**src/rtl/mips_pkg.sv**
```systemverilog
// Shared MIPS encoding definitions.
//   OP_J / OP_JAL : primary opcodes for the J-type jump instructions
//   jump_req_t    : one jump-encode request (instruction PC, byte target, link flag)
//   jump_err_t    : error flags for a request; packs as {region, misaligned}
package mips_pkg;

    localparam logic [5:0] OP_J   = 6'b000010;
    localparam logic [5:0] OP_JAL = 6'b000011;

    typedef struct packed {
        logic [31:0] pc;
        logic [31:0] target;
        logic        link;
    } jump_req_t;

    typedef struct packed {
        logic region;      // target outside the 256 MB region of pc+4
        logic misaligned;  // target not word-aligned
    } jump_err_t;

endpackage

```
**src/rtl/jump_check.sv**
```systemverilog
// Combinational legality check and index extraction for one jump request.
//   pc     : byte address of the jump instruction
//   target : desired byte jump target
//   err    : {region, misaligned} error flags
//   idx    : 26-bit instruction index field (target[27:2])
module jump_check
    import mips_pkg::*;
(
    input  logic [31:0] pc,
    input  logic [31:0] target,
    output jump_err_t   err,
    output logic [25:0] idx
);

    logic [31:0] pc4;
    logic        unused_pc4_lo;

    // J-type jumps resolve against the delay-slot address, so the region is
    // taken from pc+4; the add wraps modulo 2^32 (0xFFFFFFFC -> 0).
    assign pc4           = pc + 32'd4;
    assign unused_pc4_lo = ^pc4[27:0];

    assign err.misaligned = |target[1:0];
    assign err.region     = target[31:28] != pc4[31:28];
    assign idx            = target[27:2];

endmodule

```
**src/rtl/jump_encoder.sv**
```systemverilog
// Encodes a jump request (PC + byte target) into a MIPS j/jal instruction word.
// Two-stage valid/ready pipeline: S1 holds checked request fields, the output
// register holds the encoded word. Errored requests produce a nop (32'h0).
//   clk, rst            : clock, synchronous active-high reset
//   in_valid / in_ready : request handshake
//   in_pc, in_target    : instruction byte address and desired byte target
//   in_link             : 1 = jal, 0 = j
//   out_valid/out_ready : result handshake
//   out_instr           : encoded instruction, 32'h0 on error
//   out_err             : {region mismatch, misaligned}
//   err_count           : saturating count of errored results handed off
module jump_encoder
    import mips_pkg::*;
#(
    parameter logic [5:0] OPC_J   = OP_J,
    parameter logic [5:0] OPC_JAL = OP_JAL,
    parameter int         CNT_W   = 16
) (
    input  logic             clk,
    input  logic             rst,
    input  logic             in_valid,
    output logic             in_ready,
    input  logic [31:0]      in_pc,
    input  logic [31:0]      in_target,
    input  logic             in_link,
    output logic             out_valid,
    input  logic             out_ready,
    output logic [31:0]      out_instr,
    output logic [1:0]       out_err,
    output logic [CNT_W-1:0] err_count
);

    jump_req_t   req;
    jump_err_t   chk_err;
    logic [25:0] chk_idx;

    logic        s1_valid;
    jump_err_t   s1_err;
    logic [25:0] s1_idx;
    logic        s1_link;

    logic        accept;
    logic        s2_load;
    logic        xfer;
    logic [31:0] s2_instr;

    assign req = '{pc: in_pc, target: in_target, link: in_link};

    jump_check u_check (
        .pc     (req.pc),
        .target (req.target),
        .err    (chk_err),
        .idx    (chk_idx)
    );

    // S1 drains into the output register whenever that register is empty or
    // being emptied this cycle; S1 can then refill in the same cycle.
    assign accept   = in_valid & in_ready;
    assign s2_load  = s1_valid & (~out_valid | out_ready);
    assign in_ready = ~s1_valid | s2_load;
    assign xfer     = out_valid & out_ready;

    // NOTE: every always_comb output gets a default first so no path leaves it
    // unassigned, which would infer a latch.
    always_comb begin
        s2_instr = 32'h0;
        if (s1_err == '0) begin
            s2_instr = {(s1_link ? OPC_JAL : OPC_J), s1_idx};
        end
    end

    // NOTE: state is updated with non-blocking assignments so every register
    // samples pre-edge values regardless of statement order.
    // NOTE: data registers are reset along with their valid bits so nothing
    // downstream ever sees X, even where valid would mask it.
    always_ff @(posedge clk) begin
        if (rst) begin
            s1_valid <= 1'b0;
            s1_err   <= '0;
            s1_idx   <= '0;
            s1_link  <= 1'b0;
        end else if (accept) begin
            s1_valid <= 1'b1;
            s1_err   <= chk_err;
            s1_idx   <= chk_idx;
            s1_link  <= req.link;
        end else if (s2_load) begin
            s1_valid <= 1'b0;
        end
    end

    always_ff @(posedge clk) begin
        if (rst) begin
            out_valid <= 1'b0;
            out_instr <= '0;
            out_err   <= '0;
        end else if (s2_load) begin
            out_valid <= 1'b1;
            out_instr <= s2_instr;
            out_err   <= s1_err;
        end else if (xfer) begin
            out_valid <= 1'b0;
        end
    end

    // Counts only completed hand-offs, so a stalled errored result is counted once.
    always_ff @(posedge clk) begin
        if (rst) begin
            err_count <= '0;
        end else if (xfer && (out_err != 2'b00) && (err_count != '1)) begin
            err_count <= err_count + CNT_W'(1);
        end
    end

endmodule

```
**config.mk**
```make
export PLATFORM = sky130hd
export DESIGN_NAME = jump_encoder
export DESIGN_NICKNAME = d
export VERILOG_FILES = /design/src/rtl/mips_pkg.sv /design/src/rtl/jump_check.sv /design/src/rtl/jump_encoder.sv
export SDC_FILE = /design/constraint.sdc
export NUM_CORES = 1
export LEC_CHECK = 0
export BUFFER_PORTS_ARGS = -buffer_cell sky130_fd_sc_hd__buf_2
export CAP_MARGIN = 30
export CORE_MARGIN = 2
export CORE_UTILIZATION = 42
export DETAILED_ROUTE_END_ITERATION = 16
export PLACE_DENSITY = 0.74
export RECOVER_POWER = 25
export SYNTH_ARGS = -nofsm -noshare
export SYNTH_HDL_FRONTEND = slang
export SYNTH_SLANG_ARGS = --single-unit
```
**constraint.sdc**
```tcl
create_clock -name clk -period 2.39 [get_ports clk]
set_clock_uncertainty 0.15 [all_clocks]
set_input_delay 0 -clock clk [delete_from_list [all_inputs] [get_ports clk]]
set_output_delay 0 -clock clk [all_outputs]
set_load 0.02 [all_outputs]
```
==> flow_summary.json <==
{
  "placed_area_um2": 3660,
  "drive_gt1_share_pct": 21.84,
  "path_clk_slew_ps": 80,
  "cts_made_buffers": 9,
  "startpoint_type": "flip-flop",
  "utilization_pct": 61.92,
  "cp.required_ps": 2490,
  "syn_inst": 347,
  "ys_types": 35,
  "final.period_utilization_pct": 91.02,
  "vias_per_cell": 4.919,
  "grt_overflow": 0,
  "worst_pin_slew_ps": 610.1,
  "drt_iter0_markers": 55,
  "end_kind": "flip-flop",
  "die-width_um": 88.38,
  "grt_antenna_before_repair": 0,
  "cts-root-buf": "clkbuf_8",
  "synth_ff_type": "dfxtp_1",
  "ioPinCount": 121,
  "first_pass_iters": 4,
  "die_h_um": 88.38,
  "final-setup-viol-count": 0,
  "drt_wl_total_mm": 7.619,
  "start_util_pct": 43.77,
  "grt_max_degree": 46,
  "cp_max_fo": 24,
  "final_cell_area_um2": 4230,
  "tritoncts": "done",
  "synthArstFlopShare_pct": 0,
  "synthesis.area_um2": 2990,
  "cts_setup_buffers": 0,
  "insertedDiodeCount": 0,
  "path_class": "reg -> reg",
  "grt_pass1_vias": 2804,
  "rsz0062_at_grt": "no",
  "synth_edf_count": 0,
  "avgSynthCellArea_um2": 8.618,
  "dp_cells": 541,
  "cap_viol_max_count": 0,
  "tns_ps": 0,
  "whs_path_depth": 2,
  "cts_sinks": 77,
  "postRouteAntennaNets": 0,
  "hpwl_mm": 4.950,
  "drv_slew": 0,
  "layout.nets": 564,
  "numPortBuffers": 114,
  "crit_arrival_ps": 2280,
  "ys_seq_elements": 77,
  "synth_seq_area_share_pct": 51.55,
  "clk_latency_ps": 330,
  "peakVddDrop_mv": 0.4049,
  "route.detailed.drc": 0,
  "fin_cells": 595,
  "maxSlewHeadroom_pct": 59.33,
  "gp_congestion": 0.7918,
  "wl_per_cell_um": 12.81,
  "dr_total_vias": 2927,
  "core_area_um2": 6832,
  "hold_class": "in -> reg",
  "area_growth_pct": 41.46,
  "hold_violations": 0,
  "die_area_um2": 7811,
  "power_per_cell_area_nw_per_um2": 640.3,
  "grt_pass1_wl_mm": 12.39,
  "reg2regPathDepth": 7,
  "cts.path.max_buffers": 2,
  "ctsHtreeMaxLevel": 3,
  "rows": 30,
  "ys.warnings.count": 0,
  "finalCriticalPeriod_ps": 2175,
  "grt_usage_pct": 19.94,
  "p_leak_nw": 1.771,
  "status": "complete, no violations",
  "max_freq_mhz": 459.7
}
## repair_timing
item | CTS | global route
hold buffers | 38 | 0
gates resized for setup | 0 | 1
hold endpoints to repair | 31 | 0
endpoints found under the setup margin | 0 | 1
## kinds of logic (layout without fill, tap and decap cells)
group	after synthesis	in the layout	share of synthesized area (%)
and+or+nand+nor	158	158	24.27
DFF	77	77	51.55
AOI/OAI and AO/OA	64	64	13.60
buffers and inverters	25	174	3.765
xor gates and xnor gates	18	18	5.272
muxes	3	3	1.004
adders and majority gates	1	1	0.4183
other	1	4	0.1254
## metrics by stage
step,worst slack [ps],hold slack (ps),total power [mW]
after global routing,51.33,47.12,2.817
after floorplan,359.2,-32.57,1.500
after detailed placement,442.0,96.05,1.604
after global placement,342.0,90.26,1.590
final,214.6,9.098,2.709
after CTS,165.8,6.150,2.734
## registers in the layout (all words and copies together), names as in the netlist
signal and count:
s1_link 1, out_err 2, out_valid 1, s1_idx 26
s1_valid 1, s1_err 2, err_count 16, out_instr 28
## where the power goes
part | internal, mW | total, mW | switching (mW) | leakage (nW)
combinational | 0.133 | 0.277 | 0.144 | 1.03
clock | 0.615 | 1.09 | 0.473 | 0.112
sequential | 1.32 | 1.34 | 0.0221 | 0.627
total | 2.07 | 2.71 | 0.639 | 1.77
## cell usage after synthesis (2+ instances only)
library cell   n  share of area (%)
nand3_1        4               0.67
clkbuf_1      16                2.0
and4_1         4                1.2
o21ai_0        2               0.33
nand4_1       13                2.7
nor2_1        53                6.7
nand2_1       64                8.0
buf_4          4                1.0
nor3b_1        2               0.50
a21oi_1       30                5.0
and2_1         2               0.42
xor2_1        12                3.5
nor3_1         3               0.50
and3_1         6                1.3
buf_2          3               0.50
xnor2_1        6                1.8
mux2i_1        3                1.0
a22oi_1       27                6.8
dfxtp_1       77                 52
## worst paths after layout
path,slack [ps],startpoint,end
worst max-delay path,210,out_valid$_SDFFE_PP0P_,s1_err[0]$_SDFFE_PP0P_
worst min-delay path,9,rst,out_instr[11]$_SDFFE_PP0P_
worst max register to register,210,out_valid$_SDFFE_PP0P_,s1_err[0]$_SDFFE_PP0P_
worst min register to register,300,s1_idx[18]$_SDFFE_PP0P_,s1_idx[18]$_SDFFE_PP0P_
## layout by cell type, fill, tap and decap left out, types with 2 or more instances in the layout
| cell type | count |
|---|---|
| dfxtp_1 | 77 |
| nand2_1 | 64 |
| clkbuf_8 | 10 |
| nand3_1 | 4 |
| mux2i_1 | 3 |
| nor3_1 | 3 |
| nor2_1 | 53 |
| clkbuf_1 | 30 |
| conb_1 | 4 |
| a22oi_1 | 27 |
| and3_1 | 6 |
| xnor2_1 | 6 |
| bufinv_16 | 2 |
| o21ai_0 | 2 |
| nand4_1 | 13 |
| a21oi_1 | 30 |
| and2_1 | 2 |
| xor2_1 | 12 |
| buf_4 | 2 |
| clkinv_2 | 2 |
| buf_2 | 84 |
| nor3b_1 | 2 |
| dlygate4sd3_1 | 38 |
| and4_1 | 4 |
## final cells by class
type / instances / area (um2)
clock inverters: 6 / 86.33
fillers: 645 / 2601
multi-input cells: 248 / 1354
clock buffers: 10 / 137.6
repair buffers: 157 / 987.2
flip-flops and latches: 77 / 1541
inverters: 1 / 3.754
well taps: 96 / 120.1
## per-layer routing
metal | routed length [um] | vias up | track usage, %
met5 | 0 | - | 0
met4 | 74 | 0 | 8.953
met3 | 238 | 7 | 2.425
met2 | 3898 | 75 | 35.75
met1 | 3407 | 1367 | 23.84
li1 | - | 1478 | -
## critical path: stages (launching register included)
cell and delay [ps]:
dfxtp_1 350, nor2b_1 260, nand2_1 130, nand2_1 190
buf_6 250, nor3_1 70, dlygate4sd3_1 560, nor3_1 120
Power figures use the tool's default switching activity.
